## config.mk

```make
export PLATFORM = sky130hd
export DESIGN_NAME = compare_reduce_unit
export DESIGN_NICKNAME = d
export VERILOG_FILES = /design/src/rtl/compare_reduce_unit.sv
export SDC_FILE = /design/constraint.sdc
export NUM_CORES = 2
export LEC_CHECK = 0
export CAP_MARGIN = 15
export CORE_AREA = 10 10 245 247
export CTS_CLUSTER_SIZE = 28
export DETAILED_ROUTE_END_ITERATION = 16
export DIE_AREA = 0 0 255 257
export GPL_ROUTABILITY_DRIVEN = 1
export GPL_TIMING_DRIVEN = 0
export PLACE_DENSITY = 0.74
export SYNTH_ARGS = -nofsm -noshare
export SYNTH_HDL_FRONTEND = slang
export SYNTH_SLANG_ARGS = --single-unit
```

## constraint.sdc

```tcl
create_clock -name clk -period 6.9 [get_ports clk]
set_input_delay 1.035 -clock clk [delete_from_list [all_inputs] [get_ports clk]]
set_output_delay 1.035 -clock clk [all_outputs]
set_load 0.01 [all_outputs]
```

## src/rtl/compare_reduce_unit.sv

```systemverilog
// Multi-lane compare/select unit: per-lane relational ops and min/max with a 1-cycle
// registered result, plus a streaming RMAX/RMIN reduction over in_last-delimited groups.
module compare_reduce_unit #(
    parameter int NUM_LANES     = 4,
    parameter int BIT_WIDTH     = 32,
    parameter int FUNCTION_BITS = 4,
    parameter int IDX_WIDTH     = 16
) (
    input  logic                           clk,
    input  logic                           reset,
    input  logic                           in_valid,
    output logic                           in_ready,
    input  logic                           in_last,
    input  logic [FUNCTION_BITS-1:0]       fn,
    input  logic                           is_signed,
    input  logic [NUM_LANES*BIT_WIDTH-1:0] data_in0,
    input  logic [NUM_LANES*BIT_WIDTH-1:0] data_in1,
    output logic                           out_valid,
    input  logic                           out_ready,
    output logic [NUM_LANES*BIT_WIDTH-1:0] data_out,
    output logic [NUM_LANES*IDX_WIDTH-1:0] idx_out
);

    localparam logic [FUNCTION_BITS-1:0] FN_EQ   = FUNCTION_BITS'(4'h0);
    localparam logic [FUNCTION_BITS-1:0] FN_NE   = FUNCTION_BITS'(4'h1);
    localparam logic [FUNCTION_BITS-1:0] FN_GT   = FUNCTION_BITS'(4'h2);
    localparam logic [FUNCTION_BITS-1:0] FN_GE   = FUNCTION_BITS'(4'h3);
    localparam logic [FUNCTION_BITS-1:0] FN_LT   = FUNCTION_BITS'(4'h4);
    localparam logic [FUNCTION_BITS-1:0] FN_LE   = FUNCTION_BITS'(4'h5);
    localparam logic [FUNCTION_BITS-1:0] FN_MIN  = FUNCTION_BITS'(4'h6);
    localparam logic [FUNCTION_BITS-1:0] FN_MAX  = FUNCTION_BITS'(4'h7);
    localparam logic [FUNCTION_BITS-1:0] FN_RMAX = FUNCTION_BITS'(4'h8);
    localparam logic [FUNCTION_BITS-1:0] FN_RMIN = FUNCTION_BITS'(4'h9);

    typedef enum logic {ST_IDLE, ST_ACCUM} state_t;
    typedef logic [BIT_WIDTH-1:0] lane_t;
    typedef logic [IDX_WIDTH-1:0] idx_t;

    function automatic logic f_less(input lane_t a, input lane_t b, input logic sgn);
        if (sgn) return $signed(a) < $signed(b);
        return a < b;
    endfunction

    state_t r_state;
    state_t w_state_next;
    logic [FUNCTION_BITS-1:0] r_fn;
    logic                     r_signed;
    lane_t                    r_acc [NUM_LANES];
    idx_t                     r_idx [NUM_LANES];
    idx_t                     r_count;
    logic                     r_out_valid;
    logic [NUM_LANES*BIT_WIDTH-1:0] r_data_out;
    logic [NUM_LANES*IDX_WIDTH-1:0] r_idx_out;

    lane_t w_a [NUM_LANES];
    lane_t w_b [NUM_LANES];
    logic  w_lt [NUM_LANES];
    logic  w_eq [NUM_LANES];
    logic  w_a_beats_acc [NUM_LANES];

    logic  w_accept;
    logic  w_is_red_in;
    logic  w_emit;
    logic  w_emit_group;
    logic  w_latch_grp;
    lane_t w_next_acc [NUM_LANES];
    idx_t  w_next_idx [NUM_LANES];
    idx_t  w_next_count;
    logic [NUM_LANES*BIT_WIDTH-1:0] w_elem_data;
    logic [NUM_LANES*BIT_WIDTH-1:0] w_group_data;
    logic [NUM_LANES*IDX_WIDTH-1:0] w_group_idx;
    logic [NUM_LANES*BIT_WIDTH-1:0] w_emit_data;
    logic [NUM_LANES*IDX_WIDTH-1:0] w_emit_idx;

    assign in_ready    = !r_out_valid || out_ready;
    assign w_accept    = in_valid && in_ready;
    assign w_is_red_in = (fn == FN_RMAX) || (fn == FN_RMIN);
    assign out_valid   = r_out_valid;
    assign data_out    = r_data_out;
    assign idx_out     = r_idx_out;

    for (genvar g = 0; g < NUM_LANES; g++) begin : g_lane
        assign w_a[g]  = data_in0[g*BIT_WIDTH +: BIT_WIDTH];
        assign w_b[g]  = data_in1[g*BIT_WIDTH +: BIT_WIDTH];
        assign w_lt[g] = f_less(w_a[g], w_b[g], is_signed);
        assign w_eq[g] = (w_a[g] == w_b[g]);
        // Strict improvement only, so ties keep the earliest beat's index.
        assign w_a_beats_acc[g] = (r_fn == FN_RMAX) ? f_less(r_acc[g], w_a[g], r_signed)
                                                    : f_less(w_a[g], r_acc[g], r_signed);
    end

    // NOTE: every combinational output gets a default before the case; a missed branch
    // would otherwise infer a latch.
    always_comb begin
        w_elem_data = '0;
        for (int i = 0; i < NUM_LANES; i++) begin
            case (fn)
                FN_EQ:   w_elem_data[i*BIT_WIDTH +: BIT_WIDTH] = BIT_WIDTH'(w_eq[i]);
                FN_NE:   w_elem_data[i*BIT_WIDTH +: BIT_WIDTH] = BIT_WIDTH'(!w_eq[i]);
                FN_GT:   w_elem_data[i*BIT_WIDTH +: BIT_WIDTH] = BIT_WIDTH'(!w_lt[i] && !w_eq[i]);
                FN_GE:   w_elem_data[i*BIT_WIDTH +: BIT_WIDTH] = BIT_WIDTH'(!w_lt[i]);
                FN_LT:   w_elem_data[i*BIT_WIDTH +: BIT_WIDTH] = BIT_WIDTH'(w_lt[i]);
                FN_LE:   w_elem_data[i*BIT_WIDTH +: BIT_WIDTH] = BIT_WIDTH'(w_lt[i] || w_eq[i]);
                FN_MIN:  w_elem_data[i*BIT_WIDTH +: BIT_WIDTH] = (w_lt[i] || w_eq[i]) ? w_a[i] : w_b[i];
                FN_MAX:  w_elem_data[i*BIT_WIDTH +: BIT_WIDTH] = w_lt[i] ? w_b[i] : w_a[i];
                default: w_elem_data[i*BIT_WIDTH +: BIT_WIDTH] = '0;
            endcase
        end
    end

    always_comb begin
        w_state_next = r_state;
        w_emit       = 1'b0;
        w_emit_group = 1'b0;
        w_latch_grp  = 1'b0;
        w_next_acc   = r_acc;
        w_next_idx   = r_idx;
        w_next_count = r_count;
        if (w_accept) begin
            case (r_state)
                ST_IDLE: begin
                    if (w_is_red_in) begin
                        w_latch_grp  = 1'b1;
                        w_next_count = IDX_WIDTH'(1);
                        for (int i = 0; i < NUM_LANES; i++) begin
                            w_next_acc[i] = w_a[i];
                            w_next_idx[i] = '0;
                        end
                        if (in_last) begin
                            w_emit       = 1'b1;
                            w_emit_group = 1'b1;
                        end else begin
                            w_state_next = ST_ACCUM;
                        end
                    end else begin
                        w_emit = 1'b1;
                    end
                end
                ST_ACCUM: begin
                    for (int i = 0; i < NUM_LANES; i++) begin
                        if (w_a_beats_acc[i]) begin
                            w_next_acc[i] = w_a[i];
                            w_next_idx[i] = r_count;
                        end
                    end
                    w_next_count = (r_count == '1) ? r_count : r_count + IDX_WIDTH'(1);
                    if (in_last) begin
                        w_emit       = 1'b1;
                        w_emit_group = 1'b1;
                        w_state_next = ST_IDLE;
                    end
                end
                default: w_state_next = ST_IDLE;
            endcase
        end
    end

    always_comb begin
        w_group_data = '0;
        w_group_idx  = '0;
        for (int i = 0; i < NUM_LANES; i++) begin
            w_group_data[i*BIT_WIDTH +: BIT_WIDTH] = w_next_acc[i];
            w_group_idx[i*IDX_WIDTH +: IDX_WIDTH]  = w_next_idx[i];
        end
    end

    assign w_emit_data = w_emit_group ? w_group_data : w_elem_data;
    assign w_emit_idx  = w_emit_group ? w_group_idx  : '0;

    // NOTE: state uses non-blocking assignments so every register samples pre-edge values.
    always_ff @(posedge clk) begin
        if (reset) begin
            r_state     <= ST_IDLE;
            r_fn        <= '0;
            r_signed    <= 1'b0;
            r_count     <= '0;
            r_out_valid <= 1'b0;
            r_data_out  <= '0;
            r_idx_out   <= '0;
            // NOTE: accumulator arrays are small flops, not RAM, so they reset to a known zero.
            for (int i = 0; i < NUM_LANES; i++) begin
                r_acc[i] <= '0;
                r_idx[i] <= '0;
            end
        end else begin
            r_state <= w_state_next;
            r_count <= w_next_count;
            for (int i = 0; i < NUM_LANES; i++) begin
                r_acc[i] <= w_next_acc[i];
                r_idx[i] <= w_next_idx[i];
            end
            if (w_latch_grp) begin
                r_fn     <= fn;
                r_signed <= is_signed;
            end
            if (w_emit) begin
                r_out_valid <= 1'b1;
                r_data_out  <= w_emit_data;
                r_idx_out   <= w_emit_idx;
            end else if (out_ready) begin
                r_out_valid <= 1'b0;
            end
        end
    end

endmodule

```

==> flow_metrics.tcl <==
set metrics [dict create \
    status "finished clean" \
    dpl-instance-area_um2 32300 \
    row_count 86 \
    setup_tns_ns 0 \
    worstHoldPathType "reg2reg" \
    maxSlewViolCount 0 \
    async_reset_ff_frac 0 \
    drc 0 \
    fin_skew_ns 0.0264 \
    vdd_drop_max_mv 0.180 \
    clock.fmax_mhz 183 \
    antenna_found_initial 11 \
    drtIter0Drc 1859 \
    grt_max_degree 14 \
    netlist_area_um2 26800 \
    yosysUniqueCellTypes 72 \
    grt_use_total 0.283 \
    hold_buffers 0 \
    die-area_um2 65500 \
    slew_headroom 0.225 \
    vias 26900 \
    setup_violations 0 \
    cts_buffer_depth 3 \
    core_area_um2 54900 \
    synthCells 3320 \
    grt_pass1_vias 25600 \
    yosys_warnings 0 \
    syn_avg_cell_area_um2 8.07 \
    crit_top_cell "clkbuf_1" \
    cts_tree "yes" \
    nFillCells 4974 \
    crit_path_cell_trace "clkdlybuf4s50_1, inv_1, ha_1, nand3_1, nor4_1, and2_1, nor2b_1, a311oi_1, or4b_1, o211ai_1, o21a_1, clkbuf_1, o2bb2ai_1, clkbuf_1, a221o_1" \
    layout_common_cells "clkdlybuf4s50_1, dfxtp_1, inv_1" \
    cts_resized 0 \
    grt_pass1_wl_um 148000 \
    ys_seq_area_frac 0.304 \
    startpoint_type "input port" \
    drive_gt1_frac 0.0287 \
    worstSetupEndpointType "flop" \
    finalCriticalPeriod_ns 5.47 \
    final_cell_count_no_fill 4579 \
    clk_latency_ns 0.61 \
    critPathRequiredTime_ns 7.43 \
    tightest_slew_ns 1.15 \
    power_mw 6.54 \
    viasPerCell 5.87 \
    finish.instance_area_um2 34000 \
    routedWlPerCell_um 21.2 \
    fin_ws_ns 1.43 \
    antenna_left 0 \
    finalHoldViolCount 0 \
    rsz0062_at_grt "false" \
    synth_flop_cell "dfxtp_1" \
    firstDrtPassIters 6 \
    io_buffers 458 \
    max_cap_violations 0 \
    wl_um 97100 \
    mostFrequentLayoutCell "clkdlybuf4s50_1" \
    fp.dieW_um 255 \
    pre_cts_slack_ns 0.917 \
    p_per_area_nw_per_um2 192 \
    clkSlewWorstSetupHoldPaths_ns 0.06 \
    area_growth_pct 26.8 \
    critPathKind "in2reg" \
    gp_congestion 0.931 \
    cp.arrival_ns 6.01 \
    synth_seq_cells 407 \
    syn-num-nets 3971 \
    nNetsFinal 4482 \
    io_pins 460 \
    synth_edf_count 0 \
    cts_buffers 47 \
    die_h_um 257 \
    grt_overflow_total 0 \
    cts_sinks 407 \
    critPathMaxFanout 10 \
    cpPeakStageDelay_ns 0.57 \
    hpwlAfterDp_um 75800 \
    initial_core_util 0.488 \
    cp_slowest_cell "clkdlybuf4s50_1" \
    cts_root_buf "clkbuf_16" \
    dp_cells 4485 \
    post-route-period-util 0.793 \
    postCtsSetupRepairBufs 0 \
    p_leak_nw 14.4 \
    htree_num_levels 2 \
]
[where the power goes]
group          switching, mW  total (mW)  internal [mW]
registers             0.0680        2.50           2.43
clock network           1.10        2.71           1.61
logic                  0.769        1.33          0.559
[kinds of logic after synthesis]
kind of cell    after synthesis  synth area share
flops                       407             0.304
mux                         121            0.0453
fa+ha+maj                   385             0.180
compound gates              875             0.229
xor+xnor                     13           0.00425
simple gates                917             0.152
buf+inv                     602            0.0857
[worst max-delay path: cells and delay by family]
kind / cells / cell delay (ns)
and+or+nand+nor: 5 / 1.66
buffers and inverters: 4 / 1.64
AOI/OAI and AO/OA: 5 / 1.26
adders and majority gates: 1 / 0.40
[Yosys cell counts (5+ instances only)]
| cell | instances | area share |
|---|---|---|
| a2111oi_0 | 36 | 0.012 |
| a211oi_1 | 80 | 0.022 |
| a21o_1 | 28 | 0.0078 |
| a21oi_1 | 218 | 0.041 |
| a221o_1 | 46 | 0.017 |
| a221oi_1 | 133 | 0.043 |
| a22o_1 | 43 | 0.014 |
| a22oi_1 | 58 | 0.016 |
| a31oi_1 | 46 | 0.011 |
| and2_1 | 9 | 0.0021 |
| and3_1 | 19 | 0.0044 |
| and4_1 | 14 | 0.0046 |
| buf_2 | 15 | 0.0028 |
| clkbuf_1 | 172 | 0.024 |
| dfxtp_1 | 407 | 0.30 |
| ha_1 | 385 | 0.18 |
| inv_1 | 406 | 0.057 |
| mux2i_1 | 120 | 0.045 |
| nand2_1 | 318 | 0.045 |
| nand2b_1 | 17 | 0.0040 |
| nand3_1 | 64 | 0.012 |
| nand4_1 | 50 | 0.012 |
| nor2_1 | 314 | 0.044 |
| nor2b_1 | 14 | 0.0033 |
| nor3_1 | 59 | 0.011 |
| nor4_1 | 12 | 0.0028 |
| o2111ai_1 | 5 | 0.0016 |
| o211ai_1 | 13 | 0.0036 |
| o21a_1 | 6 | 0.0017 |
| o21ai_0 | 49 | 0.0092 |
| o21ai_1 | 61 | 0.011 |
| o21bai_1 | 5 | 0.0014 |
| o31ai_1 | 10 | 0.0028 |
| o32ai_1 | 5 | 0.0016 |
| or3_1 | 8 | 0.0019 |
| xor2_1 | 9 | 0.0029 |
[registers in the layout, summed over array words and instances (netlist names)]
register / flops
r_state: 1
r_count: 16
out_valid: 1
r_idx: 64
r_acc: 128
r_fn: 4
idx_out: 64
data_out: 128
r_signed: 1
[worst paths after layout]
kind | start | end | slack [ns] | cells past startpoint
min | r_idx[28]$_SDFF_PP0_ | idx_out[44]$_SDFFE_PP0P_ | 0.44 | 2
min reg2reg | r_idx[28]$_SDFF_PP0_ | idx_out[44]$_SDFFE_PP0P_ | 0.44 | 2
max | data_in0[95] | data_out[86]$_SDFFE_PP0P_ | 1.43 | 15
max reg2reg | r_acc[63]$_SDFF_PP0_ | data_out[86]$_SDFFE_PP0P_ | 2.16 | 13
[through the flow]
stage                     hold slack [ns]  utilization
after floorplan                     0.416            -
after global placement              0.429        0.588
after detailed placement            0.433        0.588
after CTS                           0.439        0.618
after global routing                0.458        0.619
final                               0.441        0.619
[layout make-up]
type	instances	area, µm²	share of cell area
Multi-Input combinational cell	2311	16400	0.481
Inverter	409	1540	0.0452
Antenna cell	8	20.0	0.000589
Sequential cell	407	8150	0.240
Clock inverter	20	329	0.00969
Timing Repair Buffer	462	4620	0.136
Clock buffer	65	1320	0.0390
Buffer	193	762	0.0224
Tap cell	704	881	0.0259
[layer usage]
layer / part of all wire / up-vias / global-route usage / wire [µm]
met3: 0.077 / 162 / 0.0624 / 7440
met2: 0.47 / 979 / 0.475 / 46000
met4: 0.029 / 8 / 0.0896 / 2820
met1: 0.42 / 12900 / 0.352 / 40800
met5: 0.00056 / - / 0 / 54
li1: - / 12900 / - / -
Note: power is estimated with default switching activity, not from simulation.
